$ cat src/rtl/shift_add_mul_ctrl.sv
`default_nettype none
// ============================================================================
//  Module   : shift_add_mul_ctrl
//  Purpose  : Sequential unsigned WIDTH x WIDTH multiplier. One partial-product
//             row (A AND a replicated bit of B) is shifted and accumulated per
//             clock into a 2*WIDTH product. Operands come in through a
//             valid/ready start handshake; the product leaves through a
//             valid/ready result handshake.
//  Ports    :
//    clk          in   1          system clock (rising edge)
//    rst          in   1          synchronous active-high reset
//    start_valid  in   1          requester presents operands a, b
//    start_ready  out  1          controller can accept operands (IDLE)
//    a            in   WIDTH      multiplicand, sampled on accept edge only
//    b            in   WIDTH      multiplier, sampled on accept edge only
//    res_valid    out  1          product valid and stable (DONE)
//    res_ready    in   1          consumer accepts product
//    product      out  2*WIDTH    unsigned a*b
//    busy         out  1          high in RUN or DONE
//    step         out  clog2(WIDTH)+1  current row index, 0 outside RUN
//  Revision : 1.0  initial release
// ============================================================================
module shift_add_mul_ctrl #(
    parameter int WIDTH = 4
) (
    input  logic                       clk,
    input  logic                       rst,
    input  logic                       start_valid,
    output logic                       start_ready,
    input  logic [WIDTH-1:0]           a,
    input  logic [WIDTH-1:0]           b,
    output logic                       res_valid,
    input  logic                       res_ready,
    output logic [2*WIDTH-1:0]         product,
    output logic                       busy,
    output logic [$clog2(WIDTH):0]     step
);

    localparam int SW = $clog2(WIDTH) + 1;
    localparam logic [SW-1:0] c_last_step = SW'(WIDTH - 1);

    typedef enum logic [1:0] {
        S_IDLE = 2'd0,
        S_RUN  = 2'd1,
        S_DONE = 2'd2
    } state_t;

    state_t               r_state;
    logic [WIDTH-1:0]     r_a;
    logic [WIDTH-1:0]     r_b;
    logic [2*WIDTH-1:0]   r_acc;
    logic [2*WIDTH-1:0]   r_product;
    logic [SW-1:0]        r_step;

    logic [WIDTH-1:0]     w_bsel;
    logic                 w_bit;
    logic [2*WIDTH-1:0]   w_row;
    logic [2*WIDTH-1:0]   w_sum;

    // Select B_reg[step] with a variable shift so the index width never has
    // to match the operand width exactly.
    assign w_bsel = r_b >> r_step;
    assign w_bit  = w_bsel[0];
    assign w_row  = {{WIDTH{1'b0}}, (r_a & {WIDTH{w_bit}})} << r_step;
    assign w_sum  = r_acc + w_row;

    always_ff @(posedge clk) begin
        if (rst) begin
            r_state   <= S_IDLE;
            r_a       <= '0;
            r_b       <= '0;
            r_acc     <= '0;
            r_product <= '0;
            r_step    <= '0;
        end else begin
            case (r_state)
                S_IDLE: begin
                    if (start_valid) begin
                        r_a     <= a;
                        r_b     <= b;
                        r_acc   <= '0;
                        r_step  <= '0;
                        r_state <= S_RUN;
                    end
                end
                S_RUN: begin
                    r_acc <= w_sum;
                    // Fixed WIDTH iterations; zero rows are still walked so
                    // latency is independent of the operand values.
                    if (r_step == c_last_step) begin
                        r_product <= w_sum;
                        r_step    <= '0;
                        r_state   <= S_DONE;
                    end else begin
                        r_step    <= r_step + SW'(1);
                    end
                end
                S_DONE: begin
                    if (res_ready) begin
                        r_state <= S_IDLE;
                    end
                end
                default: begin
                    r_state <= S_IDLE;
                end
            endcase
        end
    end

    // Handshake outputs are pure decodes of the state register.
    assign start_ready = (r_state == S_IDLE);
    assign res_valid   = (r_state == S_DONE);
    assign busy        = (r_state != S_IDLE);
    assign product     = r_product;
    assign step        = r_step;

endmodule
`default_nettype wire

$ cat config.mk
export PLATFORM = sky130hd
export DESIGN_NAME = shift_add_mul_ctrl
export DESIGN_NICKNAME = d
export VERILOG_FILES = /design/src/rtl/shift_add_mul_ctrl.sv
export SDC_FILE = /design/constraint.sdc
export NUM_CORES = 1
export LEC_CHECK = 0
export ABC_AREA = 1
export CORE_MARGIN = 8
export CORE_UTILIZATION = 60
export DETAILED_ROUTE_END_ITERATION = 8
export DONT_BUFFER_PORTS = 1
export GPL_TIMING_DRIVEN = 1
export PLACE_DENSITY_LB_ADDON = 0.05
export SYNTH_ARGS = -nofsm -noshare
export SYNTH_HDL_FRONTEND = slang
export SYNTH_SLANG_ARGS = --single-unit
$ cat constraint.sdc
create_clock -name clk -period 6.8 [get_ports clk]
set_input_delay 1.36 -clock clk [delete_from_list [all_inputs] [get_ports clk]]
set_output_delay 1.36 -clock clk [all_outputs]
set_load 0.02 [all_outputs]
==> flow_metrics.env, run 1 <==
export IMPL_ys_top_cells_by_area="dfxtp_1, nand2_1, inv_1"
export IMPL_grt_busiest_layer="met2"
export IMPL_drt_iter0_drc=123
export IMPL_r2r_start="step[0]$_SDFFE_PP0P_"
export IMPL_crit_path_end_kind="register"
export IMPL_io_buffers=0
export IMPL_postCtsResizedCells=0
export IMPL_required_ns=7.06
export IMPL_drc=0
export IMPL_status="finished clean"
export IMPL_ys_seq_area_share_pct=36.1
export IMPL_ios=26
export IMPL_synth_top_cell_by_area="dfxtp_1"
export IMPL_hold_viol=0
export IMPL_ir_worst_vdd_uv=179
export IMPL_yosysWarnings=0
export IMPL_cts_max_path_buffers=2
export IMPL_crit_buf_inv=3
export IMPL_dp_cells=267
export IMPL_drtAntennaViolNets=0
export IMPL_wl_per_cell_um=13.4
export IMPL_cts_tree="done"
export IMPL_final_util_pct=68.4
export IMPL_crit_slowest_cell="dfxtp_1"
export IMPL_worstMarginPinSlew_ns=0.864
export IMPL_crit_path_start_kind="register"
export IMPL_maxCapViolations=0
export IMPL_synth_fp_nets=263
export IMPL_min_period_ns=2.78
export IMPL_grt_pass1_wl_um=6250
export IMPL_grt_pass1_vias=1449
export IMPL_cts_inserted_buffers=5
export IMPL_syn_avg_cell_area_um2=6.64
export IMPL_synthesis_area_um2=1610
export IMPL_syn_to_final_growth_pct=6.30
export IMPL_place_congestion=0.839
export IMPL_antenna_found_initial=0
export IMPL_postCtsSetupBuffers=0
export IMPL_grt_max_degree=20
export IMPL_crit_path_max_fanout=9
export IMPL_yosys_top_cells_count="nand2_1, inv_1, nor2_1"
export IMPL_ys_async_sr_fraction_pct=0
export IMPL_crit_family="simple AND/OR/NAND/NOR gates"
export IMPL_setup_tns_ns=0
export IMPL_cp_slowest_stage_delay_ns=0.63
export IMPL_first_pass_iters=4
export IMPL_use_met3_pct=7.62
export IMPL_grt_usage_pct=17.8
export IMPL_worstSetupPathType="register to register"
export IMPL_grt_setup_unrepaired="false"
export IMPL_fin_crit_sh_pct=40.9
export IMPL_grt_use_met1_pct=20.7
export IMPL_crit_arrival_ns=3.05
export IMPL_yosysMostFrequentCell="nand2_1"
export IMPL_synth_top_cell_area_share_pct=36.1
export IMPL_clock_skew_ns=0.00828
export IMPL_min_from="r_b[1]$_SDFFE_PP0P_"
export IMPL_drv_slew=0
export IMPL_synth_cells=242
export IMPL_nets=265
export IMPL_cts_root_buffer_cell="clkbuf_4"
export IMPL_wirelength_um=3700
export IMPL_die_h_um=67.8
export IMPL_grt_util_met2_pct=27.8
export IMPL_synth_main_ff_cell="dfxtp_1"
export IMPL_cts_sinks=29
export IMPL_leakage_uw=0.000825
export IMPL_h_tree_depth=2
export IMPL_drive_gt1_share_pct=9.39
export IMPL_core_region_area_um2=2500
export IMPL_vias_per_cell=5.32
export IMPL_setup_viol=0
export IMPL_synth_seq_cells=29
export IMPL_path_clk_slew_ns=0.10
export IMPL_relSlewSlack_pct=42.2
export IMPL_synth_edf_count=0
export IMPL_diodes=0
export IMPL_vias=1462
export IMPL_power_density_nw_per_um2=219
export IMPL_final_cells=275
export IMPL_synth_distinct_cells=25
export IMPL_initial_core_util_pct=64.3
export IMPL_postCtsHoldBufs=0
export IMPL_fmax_mhz=359
export IMPL_hold_path_class="register to register"
export IMPL_die_x_um=67.8
export IMPL_post_place_ws_ns=4.07
export IMPL_dieArea_um2=4590
export IMPL_clk_latency_ns=0.33
export IMPL_dp_hpwl_um=2870
export IMPL_overflow=0
export IMPL_crit_chain="inv_2 -> nand2_1 -> nand3_2 -> nand2_4 -> inv_4 -> nor2_4 -> nand2_1 -> nor2_1 -> ha_1 -> inv_1 -> fa_1 -> nor2_1 -> nor2_1 -> xnor2_1 -> nand2_1 -> a21oi_1"
export IMPL_fin_ws_ns=4.02
export IMPL_cp_startpoint="step[0]$_SDFFE_PP0P_"
export IMPL_rows=18
final cells by class:
type                    count  area [um^2]
multi-input cells         169          857
fillers                   215          791
flip-flops and latches     29          581
inverters                  39          149
clock buffers               7         55.1
well taps                  30         37.5
clock inverters             1         30.0
per-stage QoR:
| stage | hold slack [ns] | instance area [um^2] | total power [uW] |
|---|---|---|---|
| after floorplan | 0.429 | 1610 | 223 |
| after global placement | 0.442 | 1620 | 229 |
| after detailed placement | 0.449 | 1620 | 231 |
| after CTS | 0.464 | 1710 | 377 |
| after global routing | 0.489 | 1710 | 388 |
| final | 0.466 | 1710 | 375 |
kinds of logic after synthesis:
logic type / synth area share (%)
adders and majority gates: 7.47
AOI/OAI and AO/OA: 12.5
buffers and inverters: 10.6
and+or+nand+nor: 32.3
DFF: 36.1
xor gates and xnor gates: 1.09
power by group:
| part | switching [uW] | total (uW) | internal (uW) | leakage (uW) |
|---|---|---|---|---|
| clock | 59.6 | 147 | 87.7 | 0.0000455 |
| sequential | 6.21 | 182 | 176 | 0.000236 |
| combinational | 31.4 | 45.1 | 13.7 | 0.000543 |
sequential cells by signal, indices dropped and copies added (netlist names):
signal   flops
step         3
r_acc        8
r_a          4
r_state      2
r_b          4
product      8
layer usage:
metal | vias up | wire length, um
met4 | 0 | 63
met3 | 7 | 294
met1 | 651 | 1700
li1 | 760 | -
met2 | 44 | 1640
met5 | - | 0
path summary, 6_finish.rpt:
kind         slack (ns)                    end  depth (start not counted)
max                4.02  r_acc[4]$_SDFFE_PP0P_                         16
min                0.47    r_b[1]$_SDFFE_PP0P_                          2
max reg2reg        4.02  r_acc[4]$_SDFFE_PP0P_                         16
min reg2reg        0.47    r_b[1]$_SDFFE_PP0P_                          2
placed cells by master (no fill, tap or decap), types with 2 or more instances in the layout:
cell type	count
a211oi_1	2
a21oi_1	22
clkbuf_4	5
dfxtp_1	29
ha_1	8
inv_1	34
inv_2	4
nand2_1	61
nand2_2	3
nand2_4	2
nand3_1	13
nand3_2	2
nand4_1	2
nor2_1	31
nor2_2	2
o21ai_0	13
o21ai_1	2
xnor2_1	2
tightest hold or removal path, cell delays in order, from the launching register on:
cell and delay [ns]:
dfxtp_1 0.31, inv_1 0.06, a21oi_1 0.06
Power figures use the tool's default switching activity.
==> inputs of run 2 (changes only) <==
==> constraint.sdc (replaced) <==
create_clock -name clk -period 2.81 [get_ports clk]
set_input_delay 0.562 -clock clk [delete_from_list [all_inputs] [get_ports clk]]
set_output_delay 0.562 -clock clk [all_outputs]
set_load 0.02 [all_outputs]
==> run 2 against run 1 <==
Count of clock-buffer cells in the layout is 1 lower. Non-clock buffer count is 3 higher. Critical endpoint is now product[4]$_SDFFE_PP0P_. Critical path type unchanged. Die area stayed put. Wire length is 1.5% lower. Largest cell class unchanged.
==> flow_metrics.env, run 2 (synthesis gave the netlist of run 1 again) <==
export IMPL_status="finished clean"
export IMPL_hold_viol=0
export IMPL_hold_path_class="input port to register"
export IMPL_worstMarginPinSlew_ns=0.593
export IMPL_drive_gt1_share_pct=10.9
export IMPL_diodes=0
export IMPL_crit_path_end_kind="register"
export IMPL_crit_arrival_ns=2.65
export IMPL_place_congestion=0.924
export IMPL_vias=1478
export IMPL_r2r_start="step[0]$_SDFFE_PP0P_"
export IMPL_fillCellCount=233
export IMPL_initial_core_util_pct=64.3
export IMPL_grt_pass1_wl_um=6260
export IMPL_wl_per_cell_um=13.1
export IMPL_crit_path_start_kind="register"
export IMPL_maxCapViolations=0
export IMPL_h_tree_depth=2
export IMPL_setup_viol=0
export IMPL_fmax_mhz=412
export IMPL_die_x_um=67.8
export IMPL_crit_path_max_fanout=9
export IMPL_drtAntennaViolNets=0
export IMPL_fin_crit_sh_pct=86.3
export IMPL_min_period_ns=2.43
export IMPL_first_pass_iters=4
export IMPL_die_h_um=67.8
export IMPL_postCtsResizedCells=0
export IMPL_layout_commonest_cell="nand2_1"
export IMPL_nets=268
export IMPL_cts_sinks=29
export IMPL_setup_tns_ns=0
export IMPL_cts_root_buffer_cell="clkbuf_4"
export IMPL_clock_skew_ns=0.0123
export IMPL_min_from="rst"
export IMPL_antenna_found_initial=0
export IMPL_dieArea_um2=4590
export IMPL_leakage_uw=0.000827
export IMPL_path_clk_slew_ns=0.10
export IMPL_grt_setup_unrepaired="false"
export IMPL_grt_usage_pct=17.9
export IMPL_vias_per_cell=5.32
export IMPL_ir_worst_vdd_uv=416
export IMPL_drt_iter0_drc=93
export IMPL_wirelength_um=3640
export IMPL_cts_max_path_buffers=2
export IMPL_dp_hpwl_um=2740
export IMPL_postCtsHoldBufs=0
export IMPL_grt_max_degree=20
export IMPL_clk_latency_ns=0.33
export IMPL_grt_pass1_vias=1435
export IMPL_worstSetupPathType="register to register"
export IMPL_cts_tree="done"
export IMPL_core_region_area_um2=2500
export IMPL_required_ns=3.03
export IMPL_syn_to_final_growth_pct=5.68
export IMPL_cp_startpoint="step[0]$_SDFFE_PP0P_"
export IMPL_final_util_pct=68.0
export IMPL_drc=0
export IMPL_io_buffers=0
export IMPL_relSlewSlack_pct=60.3
export IMPL_cts_inserted_buffers=5
export IMPL_drv_slew=0
export IMPL_rows=18
export IMPL_postCtsSetupBuffers=0
export IMPL_power_density_nw_per_um2=468
export IMPL_ios=26
export IMPL_final_cell_mix="nand2_1, inv_1, nor2_1, dfxtp_1, a21oi_1"
export IMPL_overflow=0
run 2: worst paths after layout:
| check | to | slack, ns | cells after the start |
|---|---|---|---|
| setup / recovery | product[4]$_SDFFE_PP0P_ | 0.38 | 16 |
| hold / removal | step[1]$_SDFFE_PP0P_ | 0.28 | 1 |
| setup reg to reg | product[4]$_SDFFE_PP0P_ | 0.38 | 16 |
| hold reg to reg | r_b[3]$_SDFFE_PP0P_ | 0.47 | 2 |
run 2: cell type report:
type / instances / area (um^2) / area share (%)
sequential: 29 / 582 / 34.2
timing repair buffer: 3 / 22.5 / 1.33
clock inverter: 2 / 10.0 / 0.589
tap: 30 / 37.5 / 2.21
inverter: 39 / 149 / 8.76
multi-input combinational: 169 / 857 / 50.4
clock buffer: 6 / 41.3 / 2.43
run 2: layer usage:
metal	GRT usage (%)	vias up	part of all wire [%]
met1	21.3	658	48
met4	10.2	0	1.8
li1	-	766	-
met3	7.12	7	8.2
met5	0	-	0
met2	26.6	47	42
run 2: worst max-delay path: stages (launching register included):
cell	delay (ns)
dfxtp_2	0.44
inv_2	0.10
nand2_1	0.09
nand3_2	0.09
nand2_4	0.10
inv_4	0.05
nor2_4	0.08
nand2_1	0.07
nor2_1	0.11
ha_1	0.20
inv_1	0.06
fa_1	0.41
nor2_1	0.12
nor2_1	0.06
xnor2_1	0.13
o21ai_0	0.15
inv_1	0.05
run 2: power by group:
part	leakage [uW]	total (uW)	internal, uW	switching, uW
logic	0.000559	117	37.1	80.1
registers	0.000236	437	426	11.0
clock network	0.0000320	241	95.1	146
run 2: metrics by stage:
step	instance area, um^2	hold WS [ns]	cells	total power [uW]	worst slack, ns
after floorplan	1610	0.429	242	540	0.409
after global placement	1650	0.445	270	558	0.439
after detailed placement	1650	0.450	270	561	0.293
after CTS	1700	0.272	278	802	0.277
after global routing	1700	0.257	278	844	0.134
final	1700	0.284	278	796	0.385
==> inputs of run 3 (changes only) <==
--- a/config.mk
+++ b/config.mk
@@ -6,11 +6,13 @@
 export NUM_CORES = 1
 export LEC_CHECK = 0
 export ABC_AREA = 1
+export ABC_CLOCK_PERIOD_IN_PS = 2810
 export CORE_MARGIN = 8
 export CORE_UTILIZATION = 60
 export DETAILED_ROUTE_END_ITERATION = 8
 export DONT_BUFFER_PORTS = 1
 export GPL_TIMING_DRIVEN = 1
+export MAX_ROUTING_LAYER = met4
 export PLACE_DENSITY_LB_ADDON = 0.05
 export SYNTH_ARGS = -nofsm -noshare
 export SYNTH_HDL_FRONTEND = slang
==> run 3 against run 2 <==
Power rose by 1.7%. Fmax fell by 5.1%. Count of clock-buffer cells in the layout is 1 higher. Sequential share of layout area down 0.12 points. Highest routed layer unchanged. Clock skew decreased by 0.0017 ns. Register-to-register slack worse by 0.13 ns. Sequential cell count did not move.
==> flow_metrics.env, run 3 (synthesis gave the netlist of run 1 again) <==
export IMPL_status="finished clean"
export IMPL_drc=0
export IMPL_wl_met2_um=1540
export IMPL_crit_slowest_cell="dfxtp_1"
export IMPL_leakage_uw=0.000826
export IMPL_grt_max_degree=20
export IMPL_drive_gt1_share_pct=10.1
export IMPL_maxCapViolations=0
export IMPL_cts_root_buffer_cell="clkbuf_4"
export IMPL_core_region_area_um2=2500
export IMPL_dieArea_um2=4590
export IMPL_vias_per_cell=5.42
export IMPL_diodes=0
export IMPL_drt_iter0_drc=97
export IMPL_crit_path_end_kind="register"
export IMPL_layout_commonest_cell="nand2_1"
export IMPL_clk_latency_ns=0.33
export IMPL_nets=268
export IMPL_fin_crit_sh_pct=90.9
export IMPL_wirelength_um=3610
export IMPL_grt_usage_pct=18.0
export IMPL_required_ns=3.02
export IMPL_grt_pass1_vias=1454
export IMPL_crit_path_start_kind="register"
export IMPL_h_tree_depth=2
export IMPL_rows=18
export IMPL_fmax_mhz=391
export IMPL_clock_skew_ns=0.0106
export IMPL_die_x_um=67.8
export IMPL_postCtsResizedCells=0
export IMPL_setup_tns_ns=0
export IMPL_hold_path_class="input port to register"
export IMPL_ios=26
export IMPL_initial_core_util_pct=64.3
export IMPL_postCtsSetupBuffers=0
export IMPL_drv_slew=0
export IMPL_crit_arrival_ns=2.77
export IMPL_die_h_um=67.8
export IMPL_syn_to_final_growth_pct=5.84
export IMPL_first_pass_iters=4
export IMPL_min_period_ns=2.56
export IMPL_hold_viol=0
export IMPL_wl_met1_um=1760
export IMPL_relSlewSlack_pct=59.9
export IMPL_crit_path_max_fanout=9
export IMPL_worstMarginPinSlew_ns=0.599
export IMPL_met3_length_um=246
export IMPL_cts_inserted_buffers=5
export IMPL_final_cell_mix="nand2_1, inv_1, nor2_1, dfxtp_1, a21oi_1"
export IMPL_grt_pass1_wl_um=6270
export IMPL_path_clk_slew_ns=0.09
export IMPL_power_density_nw_per_um2=476
export IMPL_cp_slowest_stage_delay_ns=0.50
export IMPL_cts_tree="done"
export IMPL_vias=1502
export IMPL_worstSetupPathType="register to register"
export IMPL_crit_chain="inv_2 -> nand2_1 -> nand3_2 -> nand2_4 -> inv_4 -> nor2_4 -> nand2_1 -> nor2_1 -> ha_1 -> inv_1 -> fa_1 -> inv_1 -> nand2_1 -> nand4_1 -> nand2_1 -> o21ai_0 -> inv_1"
export IMPL_place_congestion=0.952
export IMPL_critPathMostFrequentCell="nand2_1"
export IMPL_overflow=0
export IMPL_postCtsHoldBufs=0
export IMPL_dp_hpwl_um=2730
export IMPL_top_layer="met4"
export IMPL_antenna_found_initial=0
export IMPL_ir_worst_vdd_uv=440
export IMPL_cts_max_path_buffers=2
export IMPL_wl_per_cell_um=13.0
export IMPL_grt_setup_unrepaired="false"
export IMPL_final_util_pct=68.1
export IMPL_cts_sinks=29
export IMPL_setup_viol=0
export IMPL_drtAntennaViolNets=0
export IMPL_io_buffers=0
-- run 3: cell types whose count changed in the layout (fill, tap and decap cells not counted), sizes merged --
cell	change
clkbuf	+1
clkinv	-2
-- run 3: layout make-up --
| cell class | instances | area, um^2 |
|---|---|---|
| inverter | 39 | 149 |
| timing repair buffer | 3 | 22.5 |
| clock buffer | 7 | 55.1 |
| fill | 222 | 798 |
| multi-input combinational | 169 | 857 |
| sequential | 29 | 581 |
| tap | 30 | 37.5 |
-- run 3: through the flow --
stage	instance area [um^2]	std cells	total power [uW]	setup WS, ns	hold WS, ns
CTS	1700	277	815	0.239	0.276
floorplan	1610	242	540	0.409	0.429
global placement	1650	270	559	0.437	0.446
finish	1700	277	809	0.254	0.288
detailed placement	1650	270	562	0.332	0.443
global route	1700	277	845	0.0169	0.264
-- run 3: per-layer routing --
| layer | GRT usage (%) | vias up |
|---|---|---|
| met5 | - | - |
| met4 | 6.79 | 0 |
| met3 | 5.63 | 8 |
| met2 | 27.0 | 46 |
| met1 | 22.0 | 683 |
| li1 | - | 765 |
-- run 3: final timing paths --
check / start / end / slack [ns] / cells past startpoint
hold / removal: rst / r_acc[4]$_SDFFE_PP0P_ / 0.29 / 1
hold reg to reg: r_b[3]$_SDFFE_PP0P_ / r_b[3]$_SDFFE_PP0P_ / 0.46 / 2
setup / recovery: step[0]$_SDFFE_PP0P_ / product[6]$_SDFFE_PP0P_ / 0.25 / 17
setup reg to reg: step[0]$_SDFFE_PP0P_ / product[6]$_SDFFE_PP0P_ / 0.25 / 17
-- run 3: critical path: cells and delay by family, from the launching register on --
kind                     cells  cell delay, ns
flip-flops                   1            0.50
AO/OA/AOI/OAI                1            0.19
AND/OR/NAND/NOR              9            0.75
buffers and inverters        5            0.37
adder cells (fa/ha/maj)      2            0.61
-- run 3: report_power, final --
part           total (uW)  internal [uW]  switching [uW]
combinational         118           37.3            80.4
sequential            437            426            10.6
clock                 255            118             137
total                 809            581             228
